### src/rtl/adc_axis_capture.sv
// ADC capture block: AXI-Stream slave into a pop-read FIFO with overflow and min/max tracking.
// Build option ADC_CAP_STATS_EN enables the min/max trackers; without it o_min/o_max read 0.

// Purpose: generic single-clock FIFO, occupancy output, contents not cleared on reset.
// Latency: pop data registered, valid one cycle after the pop; level follows push/pop by one cycle.
// Backpressure: push ignored when full, pop ignored when empty; full/empty come from the registered level.
module adc_cap_fifo #(
    parameter int DEPTH = 16,
    parameter int W     = 24
) (
    input  logic                     clk,
    input  logic                     rst_n,
    input  logic                     push,
    input  logic [W-1:0]             push_dat,
    input  logic                     pop,
    output logic [W-1:0]             pop_dat,
    output logic                     pop_vld,
    output logic [$clog2(DEPTH):0]   level,
    output logic                     full,
    output logic                     empty
);
    localparam int AW = $clog2(DEPTH);
    localparam logic [AW:0] LVL_ONE = 1;
    localparam logic [AW-1:0] PTR_ONE = 1;

    logic [W-1:0]  mem [DEPTH];
    logic [AW-1:0] wr_ptr;
    logic [AW-1:0] rd_ptr;
    logic          do_push;
    logic          do_pop;

    assign full    = (level == (AW+1)'(DEPTH));
    assign empty   = (level == '0);
    assign do_push = push & ~full;
    assign do_pop  = pop & ~empty;

    // Storage has no reset; only the pointers and level define what is valid.
    always_ff @(posedge clk) begin
        if (do_push) begin
            mem[wr_ptr] <= push_dat;
        end
    end

    always_ff @(posedge clk) begin
        if (!rst_n) begin
            wr_ptr  <= '0;
            rd_ptr  <= '0;
            level   <= '0;
            pop_dat <= '0;
            pop_vld <= 1'b0;
        end else begin
            pop_vld <= do_pop;
            if (do_push) begin
                wr_ptr <= wr_ptr + PTR_ONE;
            end
            if (do_pop) begin
                rd_ptr  <= rd_ptr + PTR_ONE;
                pop_dat <= mem[rd_ptr];
            end
            case ({do_push, do_pop})
                2'b10:   level <= level + LVL_ONE;
                2'b01:   level <= level - LVL_ONE;
                default: level <= level;
            endcase
        end
    end
endmodule

// Purpose: arm on i_start, capture i_cap_len offset-binary samples as signed values, drop and count when full.
// Latency: accepted sample visible in o_level next cycle; pop data/valid one cycle after i_rd_en.
// Backpressure: s_axis_tready only in RUN with FIFO not full; tvalid while full in RUN is dropped and counted.
module adc_axis_capture #(
    parameter int FIFO_DEPTH = 16,
    parameter int CAP_LEN_W  = 16,
    parameter int OVF_W      = 16
) (
    input  logic                          i_clk,
    input  logic                          i_rst,
    input  logic [31:0]                   s_axis_tdata,
    input  logic                          s_axis_tvalid,
    output logic                          s_axis_tready,
    input  logic                          i_start,
    input  logic [CAP_LEN_W-1:0]          i_cap_len,
    input  logic                          i_rd_en,
    output logic [23:0]                   o_rd_data,
    output logic                          o_rd_valid,
    output logic [$clog2(FIFO_DEPTH):0]   o_level,
    output logic                          o_busy,
    output logic [OVF_W-1:0]              o_ovf_cnt,
    output logic [23:0]                   o_min,
    output logic [23:0]                   o_max
);
    typedef enum logic [1:0] {
        IDLE = 2'd0,
        RUN  = 2'd1,
        HOLD = 2'd2
    } state_t;

    state_t                 state;
    state_t                 state_nxt;
    logic [CAP_LEN_W-1:0]   remaining;
    logic                   fifo_full;
    logic                   fifo_empty;
    logic                   accept;
    logic                   drop;
    logic                   arm;
    logic signed [23:0]     sample;
    logic [7:0]             unused_tdata_hi;

    assign unused_tdata_hi = s_axis_tdata[31:24];

    // Offset-binary to two's complement is a flip of the top bit.
    assign sample        = {~s_axis_tdata[23], s_axis_tdata[22:0]};
    assign s_axis_tready = (state == RUN) & ~fifo_full;
    assign accept        = s_axis_tvalid & s_axis_tready;
    assign drop          = (state == RUN) & fifo_full & s_axis_tvalid;
    assign arm           = (state == IDLE) & i_start;
    assign o_busy        = (state != IDLE);

    adc_cap_fifo #(
        .DEPTH (FIFO_DEPTH),
        .W     (24)
    ) u_fifo (
        .clk      (i_clk),
        .rst_n    (i_rst),
        .push     (accept),
        .push_dat (sample),
        .pop      (i_rd_en),
        .pop_dat  (o_rd_data),
        .pop_vld  (o_rd_valid),
        .level    (o_level),
        .full     (fifo_full),
        .empty    (fifo_empty)
    );

    always_ff @(posedge i_clk) begin
        if (!i_rst) begin
            state <= IDLE;
        end else begin
            state <= state_nxt;
        end
    end

    always_comb begin
        state_nxt = state;
        case (state)
            IDLE: if (i_start) state_nxt = RUN;
            RUN:  if (accept && remaining == CAP_LEN_W'(1)) state_nxt = HOLD;
            HOLD: if (fifo_empty) state_nxt = IDLE;
            default: state_nxt = IDLE;
        endcase
    end

    always_ff @(posedge i_clk) begin
        if (!i_rst) begin
            remaining <= '0;
            o_ovf_cnt <= '0;
        end else if (arm) begin
            remaining <= (i_cap_len == '0) ? CAP_LEN_W'(1) : i_cap_len;
            o_ovf_cnt <= '0;
        end else begin
            if (accept) begin
                remaining <= remaining - CAP_LEN_W'(1);
            end
            if (drop && o_ovf_cnt != '1) begin
                o_ovf_cnt <= o_ovf_cnt + OVF_W'(1);
            end
        end
    end

`ifdef ADC_CAP_STATS_EN
    logic               stats_vld;
    logic signed [23:0] min_q;
    logic signed [23:0] max_q;

    // The first sample of a capture seeds both trackers; earlier values hold until then.
    always_ff @(posedge i_clk) begin
        if (!i_rst) begin
            stats_vld <= 1'b0;
            min_q     <= '0;
            max_q     <= '0;
        end else if (arm) begin
            stats_vld <= 1'b0;
        end else if (accept) begin
            stats_vld <= 1'b1;
            if (!stats_vld || sample < min_q) min_q <= sample;
            if (!stats_vld || sample > max_q) max_q <= sample;
        end
    end

    assign o_min = min_q;
    assign o_max = max_q;
`else
    assign o_min = '0;
    assign o_max = '0;
`endif
endmodule

### config.mk
export PLATFORM = sky130hd
export DESIGN_NAME = adc_axis_capture
export DESIGN_NICKNAME = d
export VERILOG_FILES = /design/src/rtl/adc_axis_capture.sv
export SDC_FILE = /design/constraint.sdc
export NUM_CORES = 1
export LEC_CHECK = 0
export CORE_MARGIN = 5
export CORE_UTILIZATION = 30
export CTS_CLUSTER_DIAMETER = 40
export DETAILED_ROUTE_END_ITERATION = 8
export GPL_ROUTABILITY_DRIVEN = 0
export PLACE_DENSITY = 0.52
export SLEW_MARGIN = 15
export SYNTH_ARGS = -nofsm -noshare
export SYNTH_HDL_FRONTEND = slang
export SYNTH_SLANG_ARGS = --single-unit
### constraint.sdc
create_clock -name i_clk -period 5.5 [get_ports i_clk]
set_input_delay 1.1 -clock i_clk [delete_from_list [all_inputs] [get_ports i_clk]]
set_output_delay 1.1 -clock i_clk [all_outputs]
set_load 0.005 [all_outputs]
==> results.md, run 1 <==
- For the finished layout, the period the worst path requires is 3.73 ns.
- Summed over all layers, the global routing overflow is 0.
- The detailed-route wire length on metal 1 is 19.8 mm.
- The CTS tree is yes.
- The via count normalized by instance count is 4.95.
- The utilization after layout is 36.4%.
- The initial antenna violation count was 2.
- Once the clock tree was built, the resizer swapped 0 gates to a different size.
- The post-placement cell area is 20300 µm².
- The number of core rows is 91.
- For the final routed database, the setup TNS stands at 0 ns.
- Across all setup checks in the final design, the least slack found is 1.77 ns.
- The leakage component of the power is 6.97 nW.
- The share of Yosys cell area claimed by the top area cell type is 62.2%.
- The wire length of the first global-routing pass is 65.9 mm.
- Entering global routing, the biggest net connects 69 pins.
- The total wirelength of the detailed-routed design is 43.9 mm.
- After synthesis the netlist holds a flip-flop and latch count of 456.
- The worst-path maximum fanout is 13.
- The layout net count is 1244.
- Sorting the synthesized cells by area gives the leading types as edfxtp_1 (62%), mux4_2 (12%), dfxtp_1 (7.8%).
- The run finished with clean final reports.
- Dividing total power by cell area gives a power density of 410 nW/µm².
- The initial utilization of the core area, before any placement, comes to 30.2%.
- The data required time at the worst endpoint is 5.99 ns.
- The category of the worst setup path capture point is a register.
- The placeable core area is 61500 µm².
- The cts-stage hold buffer count is 0.
- The library cell used most frequently in the layout, excluding fill and tap cells, is edfxtp_1.
- The sink count of the clock tree is 456.
- The post-CTS setup buffer count is 0.
- STA classifies the critical path startpoint as an input pin.
- The clock latency reported for the late side of the worst-skew pair is 0.63 ns.
- The length of routed met2 wiring is 20.3 mm.
- The number of buffers added on ports is 92.
- The fraction of layout cells with a size suffix above 1 is 20.5%.
- The clock tree synthesis step divided the H-tree into 2 levels.
- For this design the top-level I/O count stands at 149.
- The instance count of the mapped netlist is 1072.
- The number of hold-slack violations in the final timing report came to 0.
- The final non-filler cell area is 22400 µm².
- The master cell of the clock root buffer is clkbuf_16.
- The top cell types in the final layout, fill and taps aside, are edfxtp_1 (384), mux4_2 (96), clkdlybuf4s50_1 (91).
- For the pin with the worst max-slew slack, the measured transition is 1.15 ns.
- The sequential area share after synthesis is 70.0%.
- Max-cap violations in this run came to 0.
- Dividing the detail-routed wire length by the instance count gives 21.7 µm.
- The count of final max-slew check failures is 0.
- The highest clock frequency the design can meet is 268 MHz.
- Summing over every cut layer, the via total after detailed routing is 10006.
- The signed area change from the synthesized netlist to the final layout is 20.7%.
- In this run, CTS created clock tree buffers numbering 61.
- The worst clock skew is 0.0269 ns.
- The worst path uses 67.9% of the clock period.
- In this run the remaining antenna-violating nets after routing total 0.
- The instance count after placement with tap cells included is 1906.
- The highest ir drop seen on vdd is 280 µV.
- The count of non-filler cells in the finished layout is 2023.
- The count of fill cells added during filler insertion is 5752.
- The die span in x is 259 µm.
- After synthesis, the netlist uses 61 different library cells.
- The setup violation total in the final timing report is 0.
- After synthesis the cells add up to 18500 µm².
- For this run, design rule violations remaining after detail routing come to 0.
- The footprint of the multi-input gates is 5180 µm².
- Counting along the longest clock path gives a buffer depth of 3.
- For this run, the detailed router's first-pass iteration total came to 5.
- The half-perimeter wire length after placement is 23.6 mm.
- Among all flip-flop cells after synthesis, the most frequent one is edfxtp_1.
- Global routing consumed, over all layers together, 12.9% of the routing resources.
- The per-instance average area after synthesis is 17.3 µm².
- After the first detailed-routing iteration, the DRC count stood at 697.
- Overall power consumption after layout is estimated at 9.17 mW.
- The worst hold path belongs to the class reg2reg.
- After detailed routing, no signal wire sits above met5.
- In this run the tightest slew margin relative to its limit is 22.9%.
- After clock tree synthesis, the clock-pin slew on the worst setup and hold paths is 0.05 ns.
- Setup repair after global routing left no endpoint under its margin.
- The biggest area contributor in the post-synthesis netlist is edfxtp_1.
- The worst slack after detailed placement is 1.17 ns.
- The share of flip-flops with an asynchronous set or reset is 0%.
- The type of the worst setup path is in2reg.
- The floorplan step defined a die boundary enclosing 66900 µm².
- The via count of the first global-routing pass was 10180.
- The flip-flop and latch area is 13000 µm².
- The sum of met3 wire segment lengths after detailed routing is 3.03 mm.
- The arrival time at the worst endpoint is 4.22 ns.
- The number of warnings printed during yosys synthesis is 0.
- The worst hold slack is 0.496 ns.
- Counting flops with a built-in enable in the synthesized netlist gives 384.
- The y dimension of the die is 259 µm.
cell usage after synthesis (all sizes together), types with 4 or more instances:
master and number:
nand2 28, o21ai 19, mux2i 59, buf 76, or4 8, nand3 41
clkbuf 39, nor3 14, o221ai 24, and3 4, inv 14, o211ai 4
xnor2 4, xor2 5, a21oi 18, nor4 11, nand4 13, edfxtp 384
dfxtp 72, a311oi 4, nor2 33, and4 7, nand2b 5, or3 13
a31oi 5, a211oi 13, ha 12, mux4 96
worst max-delay path, cell delays in order:
cell             delay [ns]
clkdlybuf4s50_1        0.54
nand3b_1               0.20
a21oi_1                0.50
inv_1                  0.38
ha_1                   0.42
xor2_1                 0.19
ha_1                   0.23
a211o_1                0.27
a21oi_1                0.19
a211o_1                0.13
nand3_1                0.07
sequential cells by signal, indices dropped and copies added (netlist names):
name            cells
o_ovf_cnt          16
u_fifo.pop_vld      1
u_fifo.level        5
remaining          16
u_fifo.wr_ptr       4
u_fifo.rd_ptr       4
u_fifo.mem        384
u_fifo.pop_dat     24
state               2
power breakdown:
| group | internal (mW) | switching [mW] |
|---|---|---|
| Clock | 2.36 | 1.58 |
| Combinational | 0.556 | 0.630 |
| Sequential | 3.86 | 0.175 |
final timing paths:
kind / cells past startpoint / end / start / slack [ns]
worst max-delay path: 11 / u_fifo.level[4] / s_axis_tvalid / 1.77
worst min-delay path: 2 / u_fifo.pop_dat[13] / u_fifo.pop_dat[13] / 0.50
worst min register to register: 2 / u_fifo.pop_dat[13] / u_fifo.pop_dat[13] / 0.50
worst max register to register: 6 / u_fifo.pop_dat[23] / u_fifo.level[1] / 1.96
area by class of cell:
class                      instances  share of cell area (%)
multi-input combinational        534                    23.1
timing repair buffer             112                    4.82
clock buffer                      75                    7.38
clock inverter                    41                    1.97
inverter                          14                   0.235
tap                              790                    4.42
antenna                            1                  0.0112
sequential                       456                    58.0
cell families (layout without fill, tap and decap cells):
logic type / after synthesis / count (layout) / share of synthesized area (%)
other: 1 / 49 / 0.0202
multiplexers: 155 / 155 / 14.8
AO/OA/AOI/OAI: 116 / 116 / 4.53
flip-flops: 456 / 456 / 70.0
AND/OR/NAND/NOR: 194 / 194 / 5.63
XOR/XNOR: 9 / 9 / 0.425
buffers and inverters: 129 / 242 / 3.77
adder cells (fa/ha/maj): 12 / 12 / 0.810
routing by layer:
metal	up-vias	global-route usage, %
met3	59	2.86
met4	2	3.26
li1	4490	-
met5	-	0
met2	324	20.4
met1	5131	18.4
(Power assumes the default switching activity.)
==> inputs of run 2 (changes only) <==
PLACE_DENSITY = 0.53   (was 0.52)
clock period = 3.2 ns   (was 5.5 ns; I/O delays follow)
==> run 2 against run 1 <==
Against the previous run: via count grew 2.3%; global-route usage grew 0.24 points; power grew 92%; utilization is 1.7 points higher; combinational power is 79% higher; worst hold slack worse by 0.036 ns; first-iteration DRC count up 8.8%; final area up 4.8%; cell count increased by 2.5%; largest cell class unchanged; largest power group is now clock.
==> results.md, run 2 (synthesis results as in run 1) <==
- Result of the run: finished, final reports clean (unchanged).
- The cts-stage hold buffer count is 0 (unchanged).
- The number of H-tree levels is 3 (was 2).
- The initial antenna violation count is 1 (was 2).
- The clock latency reported for the late side of the worst-skew pair is 0.61 ns (was 0.63 ns).
- The y dimension of the die is 259 µm (unchanged).
- The number of max-cap violations came to 0 (unchanged).
- CP Cell Sequence: buf_4, nor4_2, buf_4, a21oi_1, clkdlybuf4s50_1 (was clkdlybuf4s50_1, nand3b_1, a21oi_1, inv_1, ha_1, xor2_1, ha_1, a211o_1, a21oi_1, a211o_1, nand3_1).
- The count of unresolved DRC violations after routing is 0 (unchanged).
- RSZ-0062 raised after global routing: no (unchanged).
- The power density of the placed cells is 750 nW/µm² (was 410 nW/µm²).
- The worst stage delay on the critical path is 0.47 ns (was 0.54 ns).
- The headroom to the max-slew limit is 21.4% (was 22.9%).
- The footprint of the multi-input gates was 5200 µm² (was 5180 µm²).
- The half-perimeter wire length after placement is 26.2 mm (was 23.6 mm).
- The CTS tree is yes (unchanged).
- The register with the most flip-flops is u_fifo.mem (unchanged).
- The number of buffers added on ports is 92 (unchanged).
- The type of the worst setup path is reg2out (was in2reg).
- The wire length of the first global-routing pass came to 67.4 mm (was 65.9 mm).
- The total wirelength of the detailed-routed design is 44.5 mm (was 43.9 mm).
- The quantity of gates resized following cts is 0 (unchanged).
- The worst clock skew came to 0.0378 ns (was 0.0269 ns).
- The cell type of the slowest stage on the worst timing path was clkdlybuf4s50_1 (unchanged).
- The worst-path maximum fanout came to 11 (was 13).
- The total via count after detailed routing is 10232 (was 10006).
- Largest regs: u_fifo.mem: 384 flops, u_fifo.pop_dat: 24 flops (unchanged).
- The startpoint kind of the worst setup timing path is a register (was input pin).
- The number of core rows is 91 (unchanged).
- The antenna cell count is 0 (was 1).
- The placeable core area came to 61500 µm² (unchanged).
- The global router's overall resource usage is 13.2% (was 12.9%).
- The die span in x is 259 µm (unchanged).
- Most used cells in the layout excluding fill and tap cells: edfxtp_1 (384), mux4_2 (96), clkdlybuf4s50_1 (91) (unchanged).
- The start of the worst register-to-register path is u_fifo.level[0] (was u_fifo.level[1]).
- The actual slew at the worst max-slew pin is 1.17 ns (was 1.15 ns).
- The clock slew seen by the registers of the worst setup and hold paths is 0.05 ns (about the same).
- The initial core utilization was 30.2% (unchanged).
- The data required time at the worst endpoint came to 2.56 ns (was 5.99 ns).
- The via count normalized by instance count is 4.93 (was 4.95).
- The worst hold slack is 0.459 ns (was 0.496 ns).
- The flip-flop and latch area is 13000 µm² (unchanged).
- The most common cell after layout, fill and taps aside was edfxtp_1 (unchanged).
- The hold path startpoint is i_rst (was u_fifo.pop_dat[13]).
- The arrival time at the worst endpoint is 2.25 ns (was 4.22 ns).
- The setup violation total in the final timing report is 0 (unchanged).
- The accumulated negative setup slack is 0 ns (unchanged).
- The overall overflow remaining after global route is 0 (unchanged).
- The count of fill cells added during filler insertion is 5641 (was 5752).
- The master cell of the clock root buffer is clkbuf_16 (unchanged).
- The top cell family by delay on the critical path was buffers and inverters (was compound AO/OA/AOI/OAI gates).
- The worst path in the final design needs a cycle of 2.89 ns, including I/O delays and setup.
- The length of the first detailed-routing pass in iterations is 5 (unchanged).
- The via count of the first global-routing pass is 10574 (was 10180).
- The I/O pin count came to 149 (unchanged).
- Based on the critical path, the design can be clocked at up to 346 MHz.
- The wire length per cell is 21.5 µm (was 21.7 µm).
- The sink count of the clock tree is 456 (unchanged).
- The category of the worst setup path capture point is an output port (was register).
- The count of nets left with antenna violations after detail routing came to 0 (unchanged).
- The start point of the critical path is u_fifo.level[1] (was s_axis_tvalid).
- The pin count of the biggest net entering global routing came to 43 (was 69).
- The fraction of layout cells with a size suffix above 1 is 24.3% (was 20.5%).
- The worst path uses 90.3% of the clock period.
- The signed area change from the synthesized netlist to the final layout is 26.4% (was 20.7%).
- The number of flip-flops under the largest register name is 384 (unchanged).
- The count of buffer and inverter cells on the critical path was 3 (was 2).
- The worst hold path class was in2reg (was reg2reg).
- The deepest clock path buffer count came to 3 (unchanged).
- The layout net count is 1290 (was 1244).
- The number of hold-slack violations in the final timing report is 0 (unchanged).
- The highest ir drop seen on vdd is 411 µV (was 280 µV).
- The post-CTS setup buffer count is 0 (unchanged).
- The count of final max-slew check failures is 0 (unchanged).
- The die outline area is 66900 µm² (unchanged).
- The leakage component of the power came to 7.47 nW (was 6.97 nW).
- The cell seen most often among critical-path stages is buf_4.
- The iteration-0 DRC count of the detailed router is 758 (was 697).
- The number of CTS-inserted buffers is 71 (was 61).
==> run 2: cell types whose count changed in the layout (fill, tap and decap cells not counted), sizes merged <==
cell | previous run | this run
buf | 21 | 57
bufinv | 4 | 14
clkbuf | 75 | 81
clkinvlp | 6 | 4
inv | 24 | 26
diode | 1 | 0
==> run 2: per-stage QoR <==
| step | util (%) | cells | area (µm²) | power [mW] | setup WS [ns] |
|---|---|---|---|---|---|
| floorplan | - | 1119 | 18700 | 8.25 | 0.0321 |
| global placement | 33.7 | 1942 | 20700 | 9.19 | 0.196 |
| detailed placement | 33.7 | 1942 | 20700 | 9.21 | 0.226 |
| CTS | 38.1 | 2074 | 23400 | 17.8 | 0.256 |
| global route | 38.1 | 2074 | 23400 | 18.3 | 0.142 |
| finish | 38.1 | 2074 | 23400 | 17.6 | 0.310 |
==> run 2: area by class of cell <==
class / instances / share of cell area (%)
Tap cell: 790 / 4.22
Clock inverter: 51 / 3.40
Timing Repair Buffer: 148 / 6.45
Multi-Input combinational cell: 534 / 22.2
Sequential cell: 456 / 55.4
Clock buffer: 81 / 8.13
Inverter: 14 / 0.224
==> run 2: path summary, 6_finish.rpt <==
path / to / slack (ns) / cells past startpoint
worst max-delay path: s_axis_tready / 0.31 / 5
worst min-delay path: o_ovf_cnt[6] / 0.46 / 3
worst max register to register: u_fifo.level[3] / 0.36 / 8
worst min register to register: u_fifo.pop_dat[17] / 0.49 / 2
==> run 2: worst reg2reg max path: cells and delay by family, from the launching register on <==
family	cells	cell delay, ns
simple gates	2	1.05
buf+inv	2	0.14
flops	1	0.36
compound gates	2	0.52
fa+ha+maj	2	0.65
==> run 2: where the power goes <==
part | switching (mW) | total [mW] | internal, mW
registers | 0.298 | 6.94 | 6.64
clock network | 2.99 | 8.53 | 5.53
logic | 1.11 | 2.13 | 1.02
==> run 2: routing by layer <==
metal / vias to the layer above / track usage (%) / routed length [µm]
met5: - / 0 / 7
met4: 2 / 3.31 / 701
met3: 57 / 3.42 / 2740
met2: 291 / 20.9 / 21200
met1: 5288 / 18.2 / 19900
li1: 4594 / - / -
==> inputs of run 3 (changes only) <==
--- a/config.mk
+++ b/config.mk
@@ -12,5 +12,4 @@
 export GPL_ROUTABILITY_DRIVEN = 0
 export PLACE_DENSITY = 0.53
-export SLEW_MARGIN = 15
 export SYNTH_ARGS = -nofsm -noshare
 export SYNTH_HDL_FRONTEND = slang
==> constraint.sdc (replaced) <==
create_clock -name i_clk -period 3.2 [get_ports i_clk]
set_input_delay 0.64 -clock i_clk [delete_from_list [all_inputs] [get_ports i_clk]]
set_output_delay 0.64 -clock i_clk [all_outputs]
set_load 0.01 [all_outputs]
==> results of run 3 <==
The final DEF is identical to that of run 2. Status: finished, final reports clean.
Among the figures that moved: setup slack after layout 0.310 ns -> 0.279 ns; total power 17.6 mW -> 17.7 mW
